`src/rtl/pulse_stretcher_pkg.sv`:
```
// Shared definitions for the pulse stretcher: channel FSM encoding and sizing helpers.
package pulse_stretcher_pkg;

    typedef enum logic [1:0] {
        ST_IDLE = 2'd0,
        ST_HOLD = 2'd1,
        ST_GAP  = 2'd2
    } ps_state_e;

    function automatic int unsigned ps_max(input int unsigned a, input int unsigned b);
        return (a > b) ? a : b;
    endfunction

    // Ceiling log2, never below 1 so a counter always has at least one bit.
    function automatic int unsigned ps_log2(input int unsigned v);
        int unsigned r;
        r = 0;
        for (int unsigned i = 0; i < 32; i++) begin
            if ((64'(1) << i) < 64'(v)) r = i + 1;
        end
        return (r == 0) ? 1 : r;
    endfunction

endpackage

```
`src/rtl/pulse_stretch_channel.sv`:
```
// One stretcher channel: IDLE/HOLD/GAP FSM with hold/gap counter, one-deep pending and sticky overrun.
module pulse_stretch_channel
    import pulse_stretcher_pkg::*;
#(
    parameter int unsigned hold_count_max = 1250000,
    parameter int unsigned gap_count_max  = 250000,
    parameter bit          retrigger      = 1'b0,
    parameter int unsigned counter_width  = ps_log2(ps_max(hold_count_max, gap_count_max))
) (
    input  logic clk,
    input  logic rst_n,
    input  logic event_pulse,
    input  logic clear_overrun,
    output logic stretched_signal,
    output logic busy,
    output logic overrun
);

    localparam logic [counter_width-1:0] hold_last = counter_width'(hold_count_max - 1);
    localparam logic [counter_width-1:0] gap_last  = counter_width'(gap_count_max - 1);

    ps_state_e                state;
    logic [counter_width-1:0] count;
    logic                     pending;
    logic                     overrun_set_c;

    // An event that would need the pending slot while it is already occupied is dropped.
    always_comb begin
        overrun_set_c = 1'b0;
        if (event_pulse && pending) begin
            overrun_set_c = ((state == ST_HOLD) && !retrigger) || (state == ST_GAP);
        end
    end

    always_ff @(posedge clk or negedge rst_n) begin
        if (!rst_n) begin
            state            <= ST_IDLE;
            count            <= '0;
            pending          <= 1'b0;
            stretched_signal <= 1'b0;
            busy             <= 1'b0;
            overrun          <= 1'b0;
        end else begin
            if (overrun_set_c) begin
                overrun <= 1'b1;
            end else if (clear_overrun) begin
                overrun <= 1'b0;
            end

            case (state)
                ST_IDLE: begin
                    if (event_pulse) begin
                        state            <= ST_HOLD;
                        count            <= '0;
                        stretched_signal <= 1'b1;
                        busy             <= 1'b1;
                    end
                end
                ST_HOLD: begin
                    if (retrigger && event_pulse) begin
                        count <= '0;
                    end else begin
                        if (event_pulse) pending <= 1'b1;
                        if (count == hold_last) begin
                            state            <= ST_GAP;
                            count            <= '0;
                            stretched_signal <= 1'b0;
                        end else begin
                            count <= count + counter_width'(1);
                        end
                    end
                end
                ST_GAP: begin
                    if (count == gap_last) begin
                        // Buffered or same-cycle event starts the next pulse with no idle cycle.
                        count   <= '0;
                        pending <= 1'b0;
                        if (pending || event_pulse) begin
                            state            <= ST_HOLD;
                            stretched_signal <= 1'b1;
                        end else begin
                            state <= ST_IDLE;
                            busy  <= 1'b0;
                        end
                    end else begin
                        count <= count + counter_width'(1);
                        if (event_pulse) pending <= 1'b1;
                    end
                end
                default: begin
                    state            <= ST_IDLE;
                    count            <= '0;
                    pending          <= 1'b0;
                    stretched_signal <= 1'b0;
                    busy             <= 1'b0;
                end
            endcase
        end
    end

endmodule

```
`src/rtl/pulse_stretcher.sv`:
```
// Bank of independent pulse stretcher channels driving slow external pins.
module pulse_stretcher
    import pulse_stretcher_pkg::*;
#(
    parameter int unsigned width          = 1,
    parameter int unsigned hold_count_max = 1250000,
    parameter int unsigned gap_count_max  = 250000,
    parameter bit          retrigger      = 1'b0,
    parameter int unsigned counter_width  = ps_log2(ps_max(hold_count_max, gap_count_max))
) (
    input  logic             clk,
    input  logic             rst_n,
    input  logic [width-1:0] event_pulse,
    input  logic [width-1:0] clear_overrun,
    output logic [width-1:0] stretched_signal,
    output logic [width-1:0] busy,
    output logic [width-1:0] overrun
);

    for (genvar i = 0; i < int'(width); i++) begin : g_ch
        pulse_stretch_channel #(
            .hold_count_max (hold_count_max),
            .gap_count_max  (gap_count_max),
            .retrigger      (retrigger),
            .counter_width  (counter_width)
        ) u_ch (
            .clk              (clk),
            .rst_n            (rst_n),
            .event_pulse      (event_pulse[i]),
            .clear_overrun    (clear_overrun[i]),
            .stretched_signal (stretched_signal[i]),
            .busy             (busy[i]),
            .overrun          (overrun[i])
        );
    end

endmodule

```
`config.mk`:
```
export PLATFORM = sky130hd
export DESIGN_NAME = pulse_stretcher
export DESIGN_NICKNAME = d
export VERILOG_FILES = /design/src/rtl/pulse_stretcher_pkg.sv /design/src/rtl/pulse_stretch_channel.sv /design/src/rtl/pulse_stretcher.sv
export SDC_FILE = /design/constraint.sdc
export NUM_CORES = 1
export LEC_CHECK = 0
export BUFFER_PORTS_ARGS = -buffer_cell sky130_fd_sc_hd__buf_2
export CAP_MARGIN = 10
export CORE_MARGIN = 2
export CORE_UTILIZATION = 64
export CTS_CLUSTER_DIAMETER = 100
export DETAILED_ROUTE_END_ITERATION = 10
export PLACE_DENSITY = 0.83
export SLEW_MARGIN = 20
export SYNTH_ARGS = -nofsm -noshare
export SYNTH_HDL_FRONTEND = slang
export SYNTH_SLANG_ARGS = --single-unit
```
`constraint.sdc`:
```
create_clock -name clk -period 4 [get_ports clk]
set_input_delay 0.6 -clock clk [delete_from_list [all_inputs] [get_ports clk]]
set_output_delay 0.6 -clock clk [all_outputs]
set_load 0.1 [all_outputs]
```
# Word level (Yosys, flattened, before mapping)
# Index checks and enable logic that the tools add are counted.
# W data, S select, Z words.
# op_classes
addsub,1
n_eq_ne,9
muxes,23
bitwise_logic,1
reduce_logical,8
# op_table
operator,n
$mux W21,3
$pmux W21 S3,1
$add A21 B1 Y21 const B,1
$eq A21 B18 Y1 const B,1
$eq A21 B21 Y1 const B,1
$mux W1,12
$ne A2 B2 Y1 const B,5
$pmux W1 S3,3
$reduce_and A4 Y1,2
$mux W2,3
$pmux W2 S3,1
$reduce_and A3 Y1,1
$eq A2 B1 Y1 const B,1
$eq A2 B2 Y1 const B,1
$logic_not A2 Y1,1
$logic_or A1 B1 Y1,2
$reduce_bool A2 Y1,1
$logic_and A1 B1 Y1,1
$not A1 Y1,1
# totals
register_bits,27
in_bits,4
out_inout_bits,3

# Depth between registers and ports, before layout
# Gate-level depths: netlist (run 1).
# logic_depth
depth_word,4
depth_mapped,8

# Worst setup path after synthesis (run 1)
# No wires, ideal clock.
# synth_timing
path_kind,flip-flop to flip-flop
startpoint,reg g_ch[0].u_ch.state[0]
endpoint,reg g_ch[0].u_ch.count[19]
t_arrival_ps,1844
required_time_ps,3881
setup_slack_ps,2037
stages_incl_launch_ff,9
period_less_slack_ps,1963
cell_sequence,dfrtp_1 > inv_1 > ha_1 > nor2b_1 > clkbuf_1 > nor4_2 > nand3_1 > xor2_1 > nor2_2
# synth_between
elab_chain_cells,2
elab_cells_between_ends,5
classes_between,eq/ne (3); mux (1); reduce/logical (1)
# synth_rtl
element,line_no,text
"start, declared",pulse_stretch_channel.sv:22,ps_state_e state;
"start signal, assigned",pulse_stretch_channel.sv:37,state <= ST_IDLE;
"start signal, assigned",pulse_stretch_channel.sv:53,state <= ST_HOLD;
"start signal, assigned",pulse_stretch_channel.sv:65,state <= ST_GAP;
$eq A2 B2 Y1 (tied with other cells),pulse_stretch_channel.sv:50,case (state)
$pmux W21 S3 or $ne A2 B2 Y1 (tied branches),n/a,
"end signal, assigned",pulse_stretch_channel.sv:69,count <= count + counter_width'(1);
"end signal, assigned",pulse_stretch_channel.sv:86,count <= count + counter_width'(1);
"end, declared",pulse_stretch_channel.sv:23,logic [counter_width-1:0] count;
# Parallel ways exist; a longest one is shown, timed or not.
# A chain may end at the register's enable or synchronous reset.

# Final worst setup path (run 1)
# layout_timing
startpoint,reg g_ch[0].u_ch.count[0]
endpoint,reg g_ch[0].u_ch.count[10]
# layout_between
elab_chain_cells,3
elab_cells_between_ends,6
classes_between,add/sub (1); eq/ne (2); mux (3)
# layout_rtl
element,line_no
$add A21 B1 Y21 (tied with other cells),"pulse_stretch_channel.sv:69, pulse_stretch_channel.sv:86"
"$mux W21, on equally long branches","pulse_stretch_channel.sv:74, pulse_stretch_channel.sv:64"
$pmux W21 S3 (*),pulse_stretch_channel.sv:50
# Every way passes the cells marked *; elsewhere a longest branch is shown, timed or not.

==> metrics.txt, run 1 <==
detailed-placement wirelength estimate 1976 um; die height between 50 and 60 um; GRT Util Overall 0.2335; power after layout 0.0004108 W; Final Hold Viols 0; latest clock arrival within the worst-skew pair 0.33 ns; first-pass GRT wire length 4747 um; WP data required 4.20 ns; Clock Path Buffers 2; Vias 1102; DRT iter0 DRCs 15; setup TNS 0 ns; drt first pass iters 5; Area Overhead vs Synth 4.797%; peak supply drop around 0.21 mV; max cap viols 0; leakage power 0.6900 nW; post-CTS sizing 0; period utilization 0.5965; Ports 7; Vias per Instance about 6; Mapped Cells 152; non-filler cells, final between 150 and 200; CTS Buf Count 3; Layout Nets 169; Syn Std Cell Area between 1500 and 2000 um2; die width 52.62 um; I/O Buffers 6; starting density of the core 0.6773; synth warn 0; Sw Share 0.2352; path type of the worst min-delay path in -> async; antenna violations before repair 0; ANT cells 0; most frequent cell after synthesis dfrtp_1; number of global-route vias before repair 1108; fillers 185; status completed; GR Overflow Total 0; largest net degree at the start of global routing 28; RePlAce Congestion between 0.8 and 0.9; Yosys reg bits 27; critical path endpoint g_ch[0].u_ch.count[10]$_DFFE_PN0P_; Fin Clk Skew about 0.0069 ns; most frequent cells after synthesis 27 x dfrtp_1, 16 x nor2_1, 14 x nand2_1, 11 x xor2_1; R2R cell count 6; type of origin of the critical path register; count of cell types in the netlist 33; combinational power share 0.034; Cell Rows 17; relative slew slack 0.3709; Crit. End Element register; worst-margin pin slew 0.9407 ns; TritonCTS clock tree yes; core area 2233 um2; RSZ-0062 raised after global routing no; Int Pwr 0.0003142 W; clock sinks 27; Reg area 675.6 um2; Critical Path Source g_ch[0].u_ch.count[0]$_DFFE_PN0P_; EDFF count, synth 0; final WL ~2700 um; # setup viols final 0; Reg clk slew, reported paths about 0.15 ns; Yosys top cell by area dfrtp_1; Critical Setup Path Class reg -> reg; Most used DFF post-synth dfrtp_1; top post-synthesis cells by area dfrtp_1 45%, xor2_1 6.4%, ha_1 4.1%; sequential share of power 0.667; hold buffers post-CTS 0; die area 2768 um2; r2r setup slk 1.61 ns; Setup Fix Bufs, Post-CTS 0; crit path time final 2.386 ns; ANT nets after route 0; Worst Path Arrival 2.59 ns; share of flip-flops with an asynchronous set or reset 1.000; DRC violations left 0; NetSw 0.00009662 W; Syn Nets 161; multi-input combinational cell area 788.3 um2; wire per inst 14.19 um; Avg Cell Area, Syn 9.952 um2; fin. max-slew vios 0; CP Max Fanout 18; Power per Cell Area 259.1 nW/um2; placed instance count 183; share of the synthesized area in the top cell type 0.4467; layout cells sized above 1 0.1950; H-tree lvl count 1; Fmax achieved 419.1 MHz; clk root buf clkbuf_4; post-synthesis sequential area ratio 0.4467; Clock power frac 0.299; reg-to-reg critical path startpoint g_ch[0].u_ch.count[0]$_DFFE_PN0P_; Reg-to-Reg End g_ch[0].u_ch.count[10]$_DFFE_PN0P_
[metal layers]
metal	vias up	track usage	share of wire
li1	533	-	-
met1	533	0.2873	0.45
met2	28	0.3938	0.49
met3	8	0.04286	0.041
met4	0	0.1068	0.019
met5	-	0	0
[how the worst min path moves through the flow]
stage	start	end	slack, ns	cells after the start
after floorplan	rst_n	g_ch[0].u_ch.busy$_DFFE_PN0P_	0.30	0
after global placement	g_ch[0].u_ch.count[1]$_DFFE_PN0P_	g_ch[0].u_ch.count[1]$_DFFE_PN0P_	0.49	2
after detailed placement	g_ch[0].u_ch.stretched_signal$_DFFE_PN0P_	g_ch[0].u_ch.stretched_signal$_DFFE_PN0P_	0.52	1
after CTS	rst_n	g_ch[0].u_ch.count[7]$_DFFE_PN0P_	0.26	1
after global routing	rst_n	g_ch[0].u_ch.count[17]$_DFFE_PN0P_	0.27	1
final	rst_n	g_ch[0].u_ch.count[7]$_DFFE_PN0P_	0.24	1
[stage by stage]
step / util / area [um2] / worst slack [ns] / hold slack (ns)
CTS: 0.7098 / 1585 / 1.612 / 0.2563
global route: 0.7098 / 1585 / 1.378 / 0.2742
global placement: 0.6964 / 1555 / 1.711 / 0.4908
detailed placement: 0.6964 / 1555 / 1.629 / 0.5233
finish: 0.7098 / 1585 / 1.614 / 0.2380
floorplan: - / 1513 / 2.037 / 0.3044
[cell families (layout without fill, tap and decap cells)]
| group | after synthesis | in the layout | share of synthesized area |
|---|---|---|---|
| mux | 2 | 2 | 0.01489 |
| compound gates | 18 | 18 | 0.09348 |
| flops | 27 | 27 | 0.4467 |
| fa+ha+maj | 5 | 5 | 0.04136 |
| xor+xnor | 18 | 18 | 0.1042 |
| simple gates | 72 | 72 | 0.2672 |
| buf+inv | 10 | 17 | 0.03226 |
[power groups by stage]
stage	registers, W	clock network (W)	logic [W]
6_report	0.000274	0.000123	0.0000139
5_1_grt	0.000274	0.000136	0.0000156
4_1_cts	0.000274	0.000124	0.0000143
3_5_place_dp	0.000279	0	0.0000143
3_3_place_gp	0.000279	0	0.0000140
2_1_floorplan	0.000284	0	0.000000919
[cell type report]
class | count | area share
Tap cell | 28 | 0.02210
Clock buffer | 3 | 0.01421
Inverter | 7 | 0.01657
Clock inverter | 1 | 0.004736
Sequential cell | 27 | 0.4262
Timing Repair Buffer | 6 | 0.01894
Multi-Input combinational cell | 115 | 0.4972
[sequential cells by signal (all words and copies together) (netlist names)]
signal	flops
g_ch.u_ch.state	2
g_ch.u_ch.count	21
g_ch.u_ch.pending	1
g_ch.u_ch.overrun	1
g_ch.u_ch.stretched_signal	1
g_ch.u_ch.busy	1
[critical path, cell delays in order, from the launching register on]
cell      delay [ns]
dfrtp_1         0.41
ha_1            0.25
and4_1          0.21
and4_4          0.25
a41oi_4         0.16
a211oi_4        0.84
nor2_1          0.12
[cell usage in the layout (no fill, tap or decap)]
master and count:
and4bb_2 1, nor4_1 1, nand2_1 14, inv_1 7
and4_4 1, nand2b_1 2, nor4b_2 1, o21a_1 1
nand4_1 5, nor4b_1 1, o21ai_0 6, and3_1 2
xor2_1 11, nor2_1 16, and4_1 1, a2bb2oi_1 1
a21boi_0 1, buf_2 6, a41oi_4 1, nor2_2 10
a211oi_4 1, nor4_2 3, nor2b_1 1, or2_2 1
nand3_1 10, clkbuf_4 3, mux2_2 2, a21oi_1 6
nor3_1 2, dfrtp_1 27, xnor2_1 7, o32a_1 1
ha_1 5, clkinvlp_4 1
Note: power is estimated with default switching activity, not from simulation.
==> inputs of run 2 (changes only) <==
- ABC_AREA: unset -> 1
- CORE_UTILIZATION: 64 -> 61
- PLACE_DENSITY: 0.83 -> 0.79
- clock period: 4 -> 2.45 ns (I/O delays scaled with it)
==> metrics.txt, run 2 <==
top post-synthesis cells by area dfrtp_1 38%, nand2_1 13%, nand3_1 6.8%; synth warn 0; post-synthesis sequential area ratio 0.3816; number of global-route vias before repair 1409; EDFF count, synth 0; Area Overhead vs Synth 3.816%; latest clock arrival within the worst-skew pair 0.33 ns; Syn Nets 254; starting density of the core 0.6420; H-tree lvl count 1; Setup Fix Bufs, Post-CTS 0; leakage power 0.8456 nW; path type of the worst min-delay path in -> async; final WL 3761 um; Cell Rows 19; count of cell types in the netlist 24; relative slew slack 0.6066; Most used DFF post-synth dfrtp_1; Critical Setup Path Class reg -> reg; WP data required 2.72 ns; Reg area 675.6 um2; DRC violations left 0; detailed-placement wirelength estimate 2710 um; post-synthesis xor/xnor area fraction 0.04947; largest net degree at the start of global routing 28; Vias 1567; share of flip-flops with an asynchronous set or reset 1.000; Power per Cell Area 768.3 nW/um2; first-pass GRT wire length 6078 um; worst hold slack 0.01626 ns; mux cell area share after synthesis 0; core area 2758 um2; CTS Buf Count 3; Adder-Cell Fraction of Synth Area 0.03534; die width 57.88 um; worst-margin pin slew 0.5901 ns; Clock Path Buffers 2; Yosys top cell by area dfrtp_1; Avg Cell Area, Syn between 7 and 8 um2; # setup viols final 0; die area around 3300 um2; most frequent cells after synthesis 62 x nand2_1, 31 x nor2_1, 28 x inv_1, 27 x dfrtp_1, 24 x nand3_1; Crit. End Element register; fraction of the mapped netlist area in compound gates 0.1011; drt first pass iters 5; TritonCTS clock tree yes; GR Overflow Total 0; fin. max-slew vios 0; commonest non-fill, non-tap cell in the layout nand2_1; fillers 256; Final Hold Viols 0; Yosys reg bits 27; most frequent cell after synthesis nand2_1; Fmax achieved 488.1 MHz; clk root buf clkbuf_4; power after layout 0.001412 W; clock sinks 27; crit path time final 2.049 ns; hold buffers post-CTS 0; Worst Path Arrival approximately 2.3 ns; max reg flops 21; commonest non-fill, non-tap cells in the layout 62 x nand2_1, 31 x nor2_1, 28 x inv_1; setup TNS 0 ns; ANT nets after route 0; largest family of logic cells by synthesized area simple AND/OR/NAND/NOR gates; Vias per Instance 5.557; RSZ-0062 raised after global routing no; GRT Util Overall 0.2357; period utilization 0.8362; status completed; RePlAce Congestion between 0.8 and 0.9; simple-gate share of the synthesized area 0.3534; type of origin of the critical path register; wire per inst between 10 and 15 um; layout cells sized above 1 0.09960; antenna violations before repair 0; max cap viols 0; Ports 7; ANT cells 0; multi-input combinational cell area 954.7 um2; I/O Buffers 6; share of the synthesized area in the top cell type 0.3816; Reg clk slew, reported paths around 0.14 ns; biggest regs g_ch.u_ch.count: 21 flops, g_ch.u_ch.state: 2 flops; Layout Nets 261; peak supply drop 1.024 mV; CP Max Fanout 27; DRT iter0 DRCs 67; Syn Std Cell Area approximately 1800 um2; Mapped Cells 245; post-CTS sizing 0; Fin Clk Skew approximately 0.0020 ns; die height approximately 58 um; most flop-heavy register g_ch.u_ch.count
==> run 2: logic make-up after synthesis <==
logic type                 count (synthesis)
xor gates and xnor gates                  10
adders and majority gates                  5
AOI/OAI and AO/OA                         32
buffers and inverters                     34
DFF                                       27
and+or+nand+nor                          137
==> run 2: routing by layer <==
metal | up-vias | track usage | wire length (um)
met3 | 5 | 0.02232 | 192
met2 | 46 | 0.3718 | 1723
met1 | 721 | 0.3353 | 1792
met5 | - | 0 | 0
met4 | 0 | 0.09635 | 53
li1 | 795 | - | -
==> run 2: power breakdown <==
group / internal, W / switching [W]
clock: 0.0000640 / 0.000133
combinational: 0.000161 / 0.000521
sequential: 0.000497 / 0.0000373
==> run 2: final cells by class <==
class | count | area share
Clock buffer | 4 | 0.01430
Inverter | 30 | 0.06127
Multi-Input combinational cell | 184 | 0.5194
Sequential cell | 27 | 0.3676
Tap cell | 31 | 0.02110
Timing Repair Buffer | 6 | 0.01634
==> run 2: worst max-delay path, cell delays in order, from the launching register on <==
cell,delay (ns)
dfrtp_1,0.44
inv_1,0.08
ha_1,0.27
nand2_4,0.27
inv_2,0.17
nor2_1,0.16
nand2_1,0.10
nor2_1,0.17
nand3_1,0.09
nand2_1,0.06
nand2_1,0.05
a21oi_1,0.11
==> run 2: worst paths after layout <==
path                                                           start                                   endpoint  slack [ns]  cells past startpoint
setup / recovery                   g_ch[0].u_ch.state[0]$_DFFE_PN0P_         g_ch[0].u_ch.count[16]$_DFFE_PN0P_        0.40                     11
hold reg to reg            g_ch[0].u_ch.stretched_signal$_DFFE_PN0P_  g_ch[0].u_ch.stretched_signal$_DFFE_PN0P_        0.48                      2
hold / removal                                                 rst_n          g_ch[0].u_ch.count[4]$_DFFE_PN0P_        0.02                      1
max in group asynchronous                                      rst_n         g_ch[0].u_ch.count[20]$_DFFE_PN0P_        2.05                      1
min in group clk                                       clear_overrun           g_ch[0].u_ch.overrun$_DFFE_PN0P_        0.21                      2
setup reg to reg                   g_ch[0].u_ch.state[0]$_DFFE_PN0P_         g_ch[0].u_ch.count[16]$_DFFE_PN0P_        0.40                     11
==> run 2: metrics by stage <==
step | util | cell area (um2) | worst slack, ns | cells
5_1_grt | 0.6665 | 1838 | 0.2362 | 282
3_5_place_dp | 0.6570 | 1812 | 0.4529 | 278
6_report | 0.6665 | 1838 | 0.4014 | 282
3_3_place_gp | 0.6570 | 1812 | 0.5527 | 278
4_1_cts | 0.6665 | 1838 | 0.4012 | 282
2_1_floorplan | - | 1770 | 0.9430 | 245
==> inputs of run 3 (changes only) <==
- clock period: 2.45 -> 2.05 ns (I/O delays scaled with it)
==> metrics.txt, run 3 (synthesis gave the netlist of run 2 again) <==
die height 57.88 um; RSZ-0062 raised after global routing no; relative slew slack 0.6023; Clock power frac 0.137; biggest regs g_ch.u_ch.count: 21 flops, g_ch.u_ch.state: 2 flops; Worst Path Arrival 2.03 ns; drt first pass iters 4; Int Pwr between 0.0008 and 0.0009 W; gr busiest metal met1; setup TNS 0 ns; final WL 3635 um; hold buffers post-CTS 1; Cell Rows 19; period utilization 0.8649; I/O Buffers 6; WP data required 2.31 ns; non-filler cells, final 284; H-tree lvl count 1; most flop-heavy register g_ch.u_ch.count; peak supply drop 1.115 mV; Critical Setup Path Class reg -> reg; layout cells sized above 1 0.1028; sequential share of power 0.376; met2 usage 0.3636; cell area after layout approximately 1900 um2; most used cell, CP nand2_1; die width 57.88 um; status completed; crit path cell chain inv_1 > ha_1 > nand2_4 > inv_2 > nor2_1 > nand2_1 > nor2_1 > nand3_1 > nand2_1 > nand2_1 > a21oi_1; Vias per Instance 5.437; Layout Nets roughly 260; commonest non-fill, non-tap cell in the layout nand2_1; worst-margin pin slew 0.5965 ns; leakage power 0.8542 nW; antenna violations before repair 0; Final Hold Viols 0; CP Max Fanout 12; ANT nets after route 0; starting density of the core 0.6420; path type of the worst min-delay path in -> reg; met1 usage in global routing 0.3775; placed instance count 279; NetSw 0.0008272 W; DRC violations left 0; # setup viols final 0; TritonCTS clock tree yes; r2r setup slk 0.28 ns; clock sinks 27; core area 2758 um2; RePlAce Congestion roughly 0.9; combinational power share 0.487; DRT iter0 DRCs 97; clk root buf clkbuf_4; worst hold slack 0.1450 ns; latest clock arrival within the worst-skew pair 0.33 ns; detailed-placement wirelength estimate 2658 um; Ports 7; die area ~3300 um2; met3 Use GR 0.02902; CP delay by family, top simple AND/OR/NAND/NOR gates; post-CTS sizing 0; Sw Share 0.4874; fillers 266; type of origin of the critical path register; max cap viols 0; GRT Util Overall 0.2469; wire per inst 12.80 um; delay of the slowest critical-path stage 0.42 ns; Fin Clk Skew 0.01148 ns; ANT cells 0; Area Overhead vs Synth 4.806%; Setup Fix Bufs, Post-CTS 0; CTS Buf Count 3; Fmax achieved 564.0 MHz; max reg flops 21; number of global-route vias before repair 1453; Vias 1544; GR Overflow Total 0; largest net degree at the start of global routing 28; fin. max-slew vios 0; Power per Cell Area a little over 900 nW/um2; Crit. End Element register; Placed Area 1819 um2; Clock Path Buffers 2; WP buf/inv 2; Reg clk slew, reported paths 0.15 ns; first-pass GRT wire length 6527 um; Slowest-stage cell, CP dfrtp_1; commonest non-fill, non-tap cells in the layout 62 x nand2_1, 31 x nor2_1, 28 x inv_1; crit path time final 1.773 ns
-- run 3: changes by cell type in the layout (fill, tap and decap cells not counted) --
cell / change
buf_4: +1
dlygate4sd3_1: +1
-- run 3: per-layer routing --
metal | up-vias | routed length [um]
met4 | 0 | 29
met5 | - | 0
met2 | 41 | 1632
met3 | 3 | 167
li1 | 800 | -
met1 | 700 | 1805
-- run 3: worst reg2reg max path, delay by kind of cell, from the launching register on --
kind                       cells  cell delay, ns
and+or+nand+nor                7            0.71
DFF                            1            0.42
adders and majority gates      1            0.27
buffers and inverters          2            0.19
AOI/OAI and AO/OA              1            0.11
-- run 3: cell type report --
| cell class | instances | area, um2 | area share |
|---|---|---|---|
| inverter | 30 | 112.6 | 0.06069 |
| multi-input combinational | 184 | 954.7 | 0.5145 |
| tap | 31 | 38.79 | 0.02090 |
| clock buffer | 4 | 26.28 | 0.01416 |
| timing repair buffer | 8 | 47.55 | 0.02562 |
| sequential | 27 | 675.6 | 0.3641 |
-- run 3: per-stage QoR --
step	util	worst slack, ns	total power (W)
6_report	0.6729	0.2769	0.001697
5_1_grt	0.6729	0.01509	0.001826
4_1_cts	0.6729	0.2729	0.001705
3_5_place_dp	0.6597	0.3189	0.001470
3_3_place_gp	0.6597	0.3049	0.001464
2_1_floorplan	-	0.5430	0.001337
-- run 3: power by group through the flow --
stage                     registers (W)  logic, W  clock network, W
final                          0.000638  0.000827          0.000232
after global routing           0.000646  0.000924          0.000255
after CTS                      0.000638  0.000826          0.000241
after detailed placement       0.000649  0.000821                 0
after global placement         0.000645  0.000820                 0
after floorplan                0.000813  0.000524                 0
-- run 3: path summary, 6_finish.rpt --
kind | depth (start not counted) | from | to
max reg2reg | 11 | g_ch[0].u_ch.state[0]$_DFFE_PN0P_ | g_ch[0].u_ch.count[16]$_DFFE_PN0P_
min | 2 | clear_overrun | g_ch[0].u_ch.overrun$_DFFE_PN0P_
min reg2reg | 2 | g_ch[0].u_ch.stretched_signal$_DFFE_PN0P_ | g_ch[0].u_ch.stretched_signal$_DFFE_PN0P_
max in group asynchronous | 2 | rst_n | g_ch[0].u_ch.count[6]$_DFFE_PN0P_
min in group asynchronous | 2 | rst_n | g_ch[0].u_ch.count[20]$_DFFE_PN0P_
max | 11 | g_ch[0].u_ch.state[0]$_DFFE_PN0P_ | g_ch[0].u_ch.count[16]$_DFFE_PN0P_
